===== src/rtl/mcp3_ram512x064_fifo_ctl.sv =====
// FIFO controller for a 512x64 simple-dual-port BRAM with a 2-cycle registered read.
// Tracks pointers/occupancy and hides the read latency behind a small prefetch buffer.
module mcp3_ram512x064_fifo_ctl #(
  parameter int ADDR_W     = 9,
  parameter int DATA_W     = 64,
  parameter int OBUF_DEPTH = 4
) (
  input  logic              clk,
  input  logic              reset,
  input  logic              flush,
  input  logic              in_valid,
  output logic              in_ready,
  input  logic [DATA_W-1:0] in_data,
  output logic              out_valid,
  input  logic              out_ready,
  output logic [DATA_W-1:0] out_data,
  output logic              ram_wren,
  output logic [ADDR_W-1:0] ram_wrad,
  output logic [DATA_W-1:0] ram_data,
  output logic              ram_rden,
  output logic [ADDR_W-1:0] ram_rdad,
  input  logic [DATA_W-1:0] ram_q,
  output logic [ADDR_W:0]   occupancy,
  output logic              err_collide,
  output logic [1:0]        dbg_state
);

  // Handshake: a word moves on a side only in a cycle where valid and ready are both 1;
  // valid never depends on ready of the same side.

  localparam int DEPTH = 1 << ADDR_W;
  localparam int CNT_W = ADDR_W + 1;
  localparam int OB_AW = (OBUF_DEPTH > 1) ? $clog2(OBUF_DEPTH) : 1;
  localparam int OB_CW = $clog2(OBUF_DEPTH + 1);
  localparam int CR_W  = OB_CW + 1;

  typedef enum logic [1:0] {S_RUN = 2'd0, S_FL1 = 2'd1, S_FL2 = 2'd2} state_t;

  state_t              state, state_nxt;
  logic [ADDR_W-1:0]   wr_ptr, rd_ptr;
  logic [CNT_W-1:0]    ram_cnt;
  logic                v1, v2;
  logic [DATA_W-1:0]   obuf [OBUF_DEPTH];
  logic [OB_AW-1:0]    ob_wr, ob_rd;
  logic [OB_CW-1:0]    ob_cnt;
  logic                err_q;

  logic                run, push, pop, capture;
  logic [CR_W-1:0]     credit;

  assign out_valid   = (ob_cnt != '0);
  assign out_data    = obuf[ob_rd];
  assign pop         = out_valid && out_ready;
  assign push        = in_valid && in_ready;
  // Reads already issued or buffered; bounds issue so the prefetch buffer can never overflow.
  assign credit      = CR_W'(v1) + CR_W'(v2) + CR_W'(ob_cnt) - CR_W'(pop);
  assign ram_wren    = push;
  assign ram_wrad    = wr_ptr;
  assign ram_data    = in_data;
  assign ram_rdad    = rd_ptr;
  assign occupancy   = ram_cnt + CNT_W'(v1) + CNT_W'(v2) + CNT_W'(ob_cnt);
  assign err_collide = err_q;
  assign dbg_state   = state;

  // State register plus datapath registers.
  always_ff @(posedge clk) begin
    if (reset) begin
      state   <= S_RUN;
      wr_ptr  <= '0;
      rd_ptr  <= '0;
      ram_cnt <= '0;
      v1      <= 1'b0;
      v2      <= 1'b0;
      ob_wr   <= '0;
      ob_rd   <= '0;
      ob_cnt  <= '0;
      err_q   <= 1'b0;
      for (int i = 0; i < OBUF_DEPTH; i++) obuf[i] <= '0;
    end else begin
      state <= state_nxt;
      v1    <= ram_rden;
      v2    <= v1;
      if (flush && state == S_RUN) begin
        wr_ptr  <= '0;
        rd_ptr  <= '0;
        ram_cnt <= '0;
        ob_wr   <= '0;
        ob_rd   <= '0;
        ob_cnt  <= '0;
      end else begin
        if (push)     wr_ptr <= wr_ptr + ADDR_W'(1);
        if (ram_rden) rd_ptr <= rd_ptr + ADDR_W'(1);
        ram_cnt <= ram_cnt + CNT_W'(push) - CNT_W'(ram_rden);
        if (capture) begin
          obuf[ob_wr] <= ram_q;
          ob_wr <= (ob_wr == OB_AW'(OBUF_DEPTH - 1)) ? '0 : ob_wr + OB_AW'(1);
        end
        if (pop) ob_rd <= (ob_rd == OB_AW'(OBUF_DEPTH - 1)) ? '0 : ob_rd + OB_AW'(1);
        ob_cnt <= ob_cnt + OB_CW'(capture) - OB_CW'(pop);
      end
      if (ram_rden && ram_wren && (ram_rdad == ram_wrad)) err_q <= 1'b1;
    end
  end

  // Reads are never issued in the flush cycle, so two FLUSH cycles always drain v1/v2.
  always_comb begin
    state_nxt = state;
    case (state)
      S_RUN:   if (flush) state_nxt = S_FL1;
      S_FL1:   state_nxt = S_FL2;
      S_FL2:   if (!v1 && !v2) state_nxt = S_RUN;
      default: state_nxt = S_RUN;
    endcase
  end

  always_comb begin
    run      = (state == S_RUN) && !reset;
    in_ready = run && (ram_cnt < CNT_W'(DEPTH));
    ram_rden = run && !flush && (ram_cnt != '0) && (credit < CR_W'(OBUF_DEPTH));
    capture  = v2 && (state == S_RUN);
  end

endmodule

===== config.mk =====
export PLATFORM = sky130hd
export DESIGN_NAME = mcp3_ram512x064_fifo_ctl
export DESIGN_NICKNAME = d
export VERILOG_FILES = /design/src/rtl/mcp3_ram512x064_fifo_ctl.sv
export SDC_FILE = /design/constraint.sdc
export NUM_CORES = 1
export LEC_CHECK = 0
export CAP_MARGIN = 15
export CORE_MARGIN = 4
export CORE_UTILIZATION = 57
export CTS_BUF_LIST = sky130_fd_sc_hd__clkbuf_4
export CTS_CLUSTER_SIZE = 24
export DETAILED_ROUTE_END_ITERATION = 8
export PLACE_DENSITY_LB_ADDON = 0.15
export SETUP_SLACK_MARGIN = 0.02
export SYNTH_ARGS = -nofsm -noshare
export SYNTH_HDL_FRONTEND = slang
export SYNTH_SLANG_ARGS = --single-unit
export TNS_END_PERCENT = 100

===== constraint.sdc =====
create_clock -name clk -period 12.65 [get_ports clk]
set_input_delay 1.265 -clock clk [delete_from_list [all_inputs] [get_ports clk]]
set_output_delay 1.265 -clock clk [all_outputs]
set_load 0.1 [all_outputs]

==> impl.org <==
** Outcome
- Status :: finished clean

** Global route
- The first global-routing pass estimated 46.71 mm of wire.
- Antenna violations before repair :: 2
- Vias in the first global route :: 9052
- Pin count of the biggest net entering global routing :: 70
- Overall overflow remaining after global route :: 0
- In the global route stage, overall resource usage came out at 22.19%.

** Synth
- Fraction of the yosys area taken by sequential cells :: 60.42%
- For this run, the leading register cell type out of synthesis is edfxtp_1.
- The number of nets handed over by synthesis was 1173.
- Synth Instances :: 1002
- In the synthesized netlist, mux cells make up 10.35% of the area.
- After synthesis, the mean cell area works out to 14.09 um^2.
- Number of flops mapped to enable cells by yosys :: 256
- After Yosys synthesis, and, or, nand and nor cells account for 15.36% of the synthesized area.
- Main combinational cell family by area after synthesis :: simple AND/OR/NAND/NOR gates
- Cell Area, Synth :: 14110 um^2
- Area fraction in compound gates after synthesis :: 2.385%
- In this run, synthesis produced a sequential element count of 298.
- Fraction of synthesized cell area in xor and xnor cells :: 1.924%
- Adder-cell share of the synthesized area :: 3.581%
- For this run, the number of Yosys warnings is 0.
- Post-synthesis cell type count :: 45
- Share of synthesized flip-flops with an asynchronous set or reset :: 0%

** Place
- Sum of net half-perimeters after detailed placement :: 16.74 mm
- After detailed placement, the total cell area comes to 15580 um^2.
- Number of buffers inserted by port buffering :: 167
- Worst slack at placement :: 6.874 ns
- Gp weighted congestion :: 0.7799
- Number of placed cells counting well taps :: 1382

** Die
- Area of the core :: 24320 um^2
- Initial Utilization :: 58.04%
- The die is 165.4 um tall.
- Die area :: 27340 um^2
- During I/O placement, the number of pins put on the boundary was 296.
- Row count :: 57
- Measured along the x axis, the die boundary spans 165.4 um.

** Timing
- The number of max-slew violations in the final report is 0.
- Setup violators final :: 0
- Headroom to the max-slew limit :: 25.12%
- Post-layout worst setup margin :: 6.838 ns
- Unrepaired setup endpoints after global routing :: no
- At the pin with the least slew margin, the transition time is 1.120 ns.
- Highest attainable clock frequency :: 172.1 MHz
- On the final layout, the worst hold slack is 0.4747 ns.
- In the finished design, the share of the clock period the worst path needs comes to 45.94%.
- The clock arrives with 0.05953 ns of skew.
- The total count of hold-check failures in the final report is 0.
- For the final routed database, the setup TNS stands at 0 ns.
- For the finished layout, the period the worst path requires is 5.812 ns.

** Routing
- Total via count in the routed design :: 8367
- Average routed wire per standard cell :: 19.82 um
- The routed design has 29.90 mm of wire.
- Before antenna repair, the detailed router went through 5 iterations.
- Post-route DRC :: 0
- After the first detailed-routing iteration, the DRC count stood at 510.
- In the routed layout, each cell is associated on average with a via count of 5.548.
- The detail route stage leaves a number of antenna-violating nets equal to 0.

** Clock tree
- CTS Buf Count :: 76
- Clock-pin slew was measured on the worst setup and hold paths at 0.06 ns.
- Number of buffers inserted by hold repair at cts :: 0
- Counting every sink on the clock net gives 298.
- Setup Buffers After CTS :: 0
- Total of cells resized after clock tree synthesis :: 0
- Counting along the longest clock path gives a buffer depth of 3.
- CTS tree :: built
- Root cell of the clock tree :: clkbuf_4
- Clock latency on the worst-skew pair :: 0.66 ns
- H-tree depth :: 3

** Pwr
- Switching power of the nets :: 0.9721 mW
- The share of total power dissipated in sequential elements is 42.6%.
- The internal portion of the total power is 1.749 mW.
- The share of total power dissipated in the clock network is 27.6%.
- The completed layout was analyzed and its total power is 2.721 mW.
- Summed over all cells, the static leakage comes to 6.339 nW.
- Combinational cells account for 29.8% of the total power.
- Largest voltage drop on the vdd net :: 140.7 uV
- Ratio of total power to cell area :: 165.3 nW/um^2
- Net switching is 35.73% of the power.

** Final layout
- Count of nets after finishing :: 1307
- In the final layout, the share of cells above drive strength 1 is 17.16%.
- Cell area after layout :: 16460 um^2
- Core Util, Final :: 67.69%
- Layout fillers :: 1772
- Area delta synth->final :: 16.62%
- The finished layout holds 1508 standard cells, fillers aside.

** Flow run
- Max-capacitance violation count :: 0

** Hold path
- The min-delay analysis places its worst path in the category register to register.

** Critical path
- The setup path with the least slack is of type input pin to output port.
- Along the worst path, the maximum fanout reaches 9.
- Sort of element at the start of the critical path :: input pin
- The worst setup path is captured at an output port.
- Data required time of the worst path :: 11.39 ns
- Arrival time worst endpoint :: 4.55 ns
worst paths after layout:
path / startpoint / to / slack [ns] / cells past startpoint
worst max-delay path: out_ready / ram_rden / 6.84 / 11
worst min-delay path: err_collide$_SDFFE_PP0P_ / err_collide$_SDFFE_PP0P_ / 0.47 / 1
worst max register to register: ob_cnt[2]$_SDFF_PP0_ / ram_cnt[8]$_SDFF_PP0_ / 7.86 / 19
worst min register to register: err_collide$_SDFFE_PP0P_ / err_collide$_SDFFE_PP0P_ / 0.47 / 1
final cells by class:
| type | instances | area [um^2] | share of cell area, % |
|---|---|---|---|
| clock inverters | 20 | 88.84 | 0.5397 |
| clock buffers | 105 | 788.3 | 4.789 |
| flip-flops and latches | 298 | 8537 | 51.86 |
| repair buffers | 174 | 1724 | 10.47 |
| diodes | 1 | 2.502 | 0.01520 |
| multi-input cells | 550 | 4780 | 29.04 |
| well taps | 324 | 405.4 | 2.463 |
| inverters | 36 | 135.1 | 0.8209 |
worst max-delay path: stages:
cell and delay [ns]:
clkdlybuf4s50_1 0.40, nand2_1 0.13, inv_1 0.10, ha_1 0.28
inv_1 0.04, ha_1 0.25, nand3_1 0.09, and4_1 0.25
o31ai_2 0.56, inv_1 0.18, clkdlybuf4s50_1 1.01
sequential cells by signal, indices dropped and copies added, names as in the netlist, named ones only:
signal / cells
dbg_state: 2
v2: 1
ram_cnt: 10
ob_wr: 2
err_collide: 1
obuf: 256
ob_cnt: 3
ram_rdad: 9
v1: 1
ram_wrad: 9
ob_rd: 2
placed cells by master, fill, tap and decap left out, drive strengths merged, types with 3 or more instances in the layout:
| master | count |
|---|---|
| buf | 7 |
| nand4 | 4 |
| xnor2 | 17 |
| nor2 | 29 |
| clkinv | 16 |
| nand3 | 6 |
| fa | 4 |
| nand2 | 17 |
| mux4 | 64 |
| o21ai | 13 |
| clkbuf | 105 |
| or2 | 3 |
| and3 | 66 |
| nor3 | 11 |
| nor4 | 4 |
| and2 | 200 |
| dfxtp | 42 |
| edfxtp | 256 |
| nor2b | 3 |
| nor3b | 4 |
| xor2 | 14 |
| a21oi | 23 |
| ha | 34 |
| inv | 40 |
| clkdlybuf4s50 | 167 |
| nand2b | 3 |
| or3 | 10 |
power groups by stage:
stage / clock [mW] / combinational [mW] / sequential [mW]
floorplan: 0 / 0.718 / 1.18
global placement: 0 / 0.810 / 1.18
detailed placement: 0 / 0.815 / 1.18
CTS: 0.775 / 0.819 / 1.16
global route: 0.828 / 0.867 / 1.17
finish: 0.752 / 0.811 / 1.16
per-layer routing:
metal	GRT usage, %	vias up	share of wire [%]	routed length, um
li1	-	3878	-	-
met1	27.76	4104	40	12030
met2	37.64	302	50	14890
met3	6.056	81	7.8	2318
met4	7.537	2	2.2	645
met5	0	-	0.040	12
synthesized netlist by cell type (3+ instances only):
cell      number  share of area, %
clkbuf_2      13              0.46
o21ai_0       13              0.46
fa_1           4              0.57
or3_1         10              0.44
and2_1       200               8.9
inv_1         36              0.96
and3_1        66               2.9
xor2_1        14              0.87
edfxtp_1     256                54
nor3_1        11              0.39
a21oi_1       23              0.82
nand3_1        6              0.21
nor3b_1        4              0.21
mux4_2        64                10
nor2b_1        3              0.13
buf_4         64               3.4
xnor2_1       17               1.1
dfxtp_1       42               6.0
buf_2          7              0.25
nor2_1        29              0.77
nand4_1        4              0.18
clkbuf_1      33              0.88
ha_1          34               3.0
nand2b_1       3              0.13
or2_2          3              0.13
nand2_1       17              0.45
cells by family (layout without fill, tap and decap cells):
group / after synthesis / after routing
AND/OR/NAND/NOR: 363 / 363
flip-flops: 298 / 298
buffers and inverters: 154 / 335
multiplexers: 66 / 66
AO/OA/AOI/OAI: 52 / 52
adder cells (fa/ha/maj): 38 / 38
XOR/XNOR: 31 / 31
other: 0 / 1
Power figures use the tool's default switching activity.
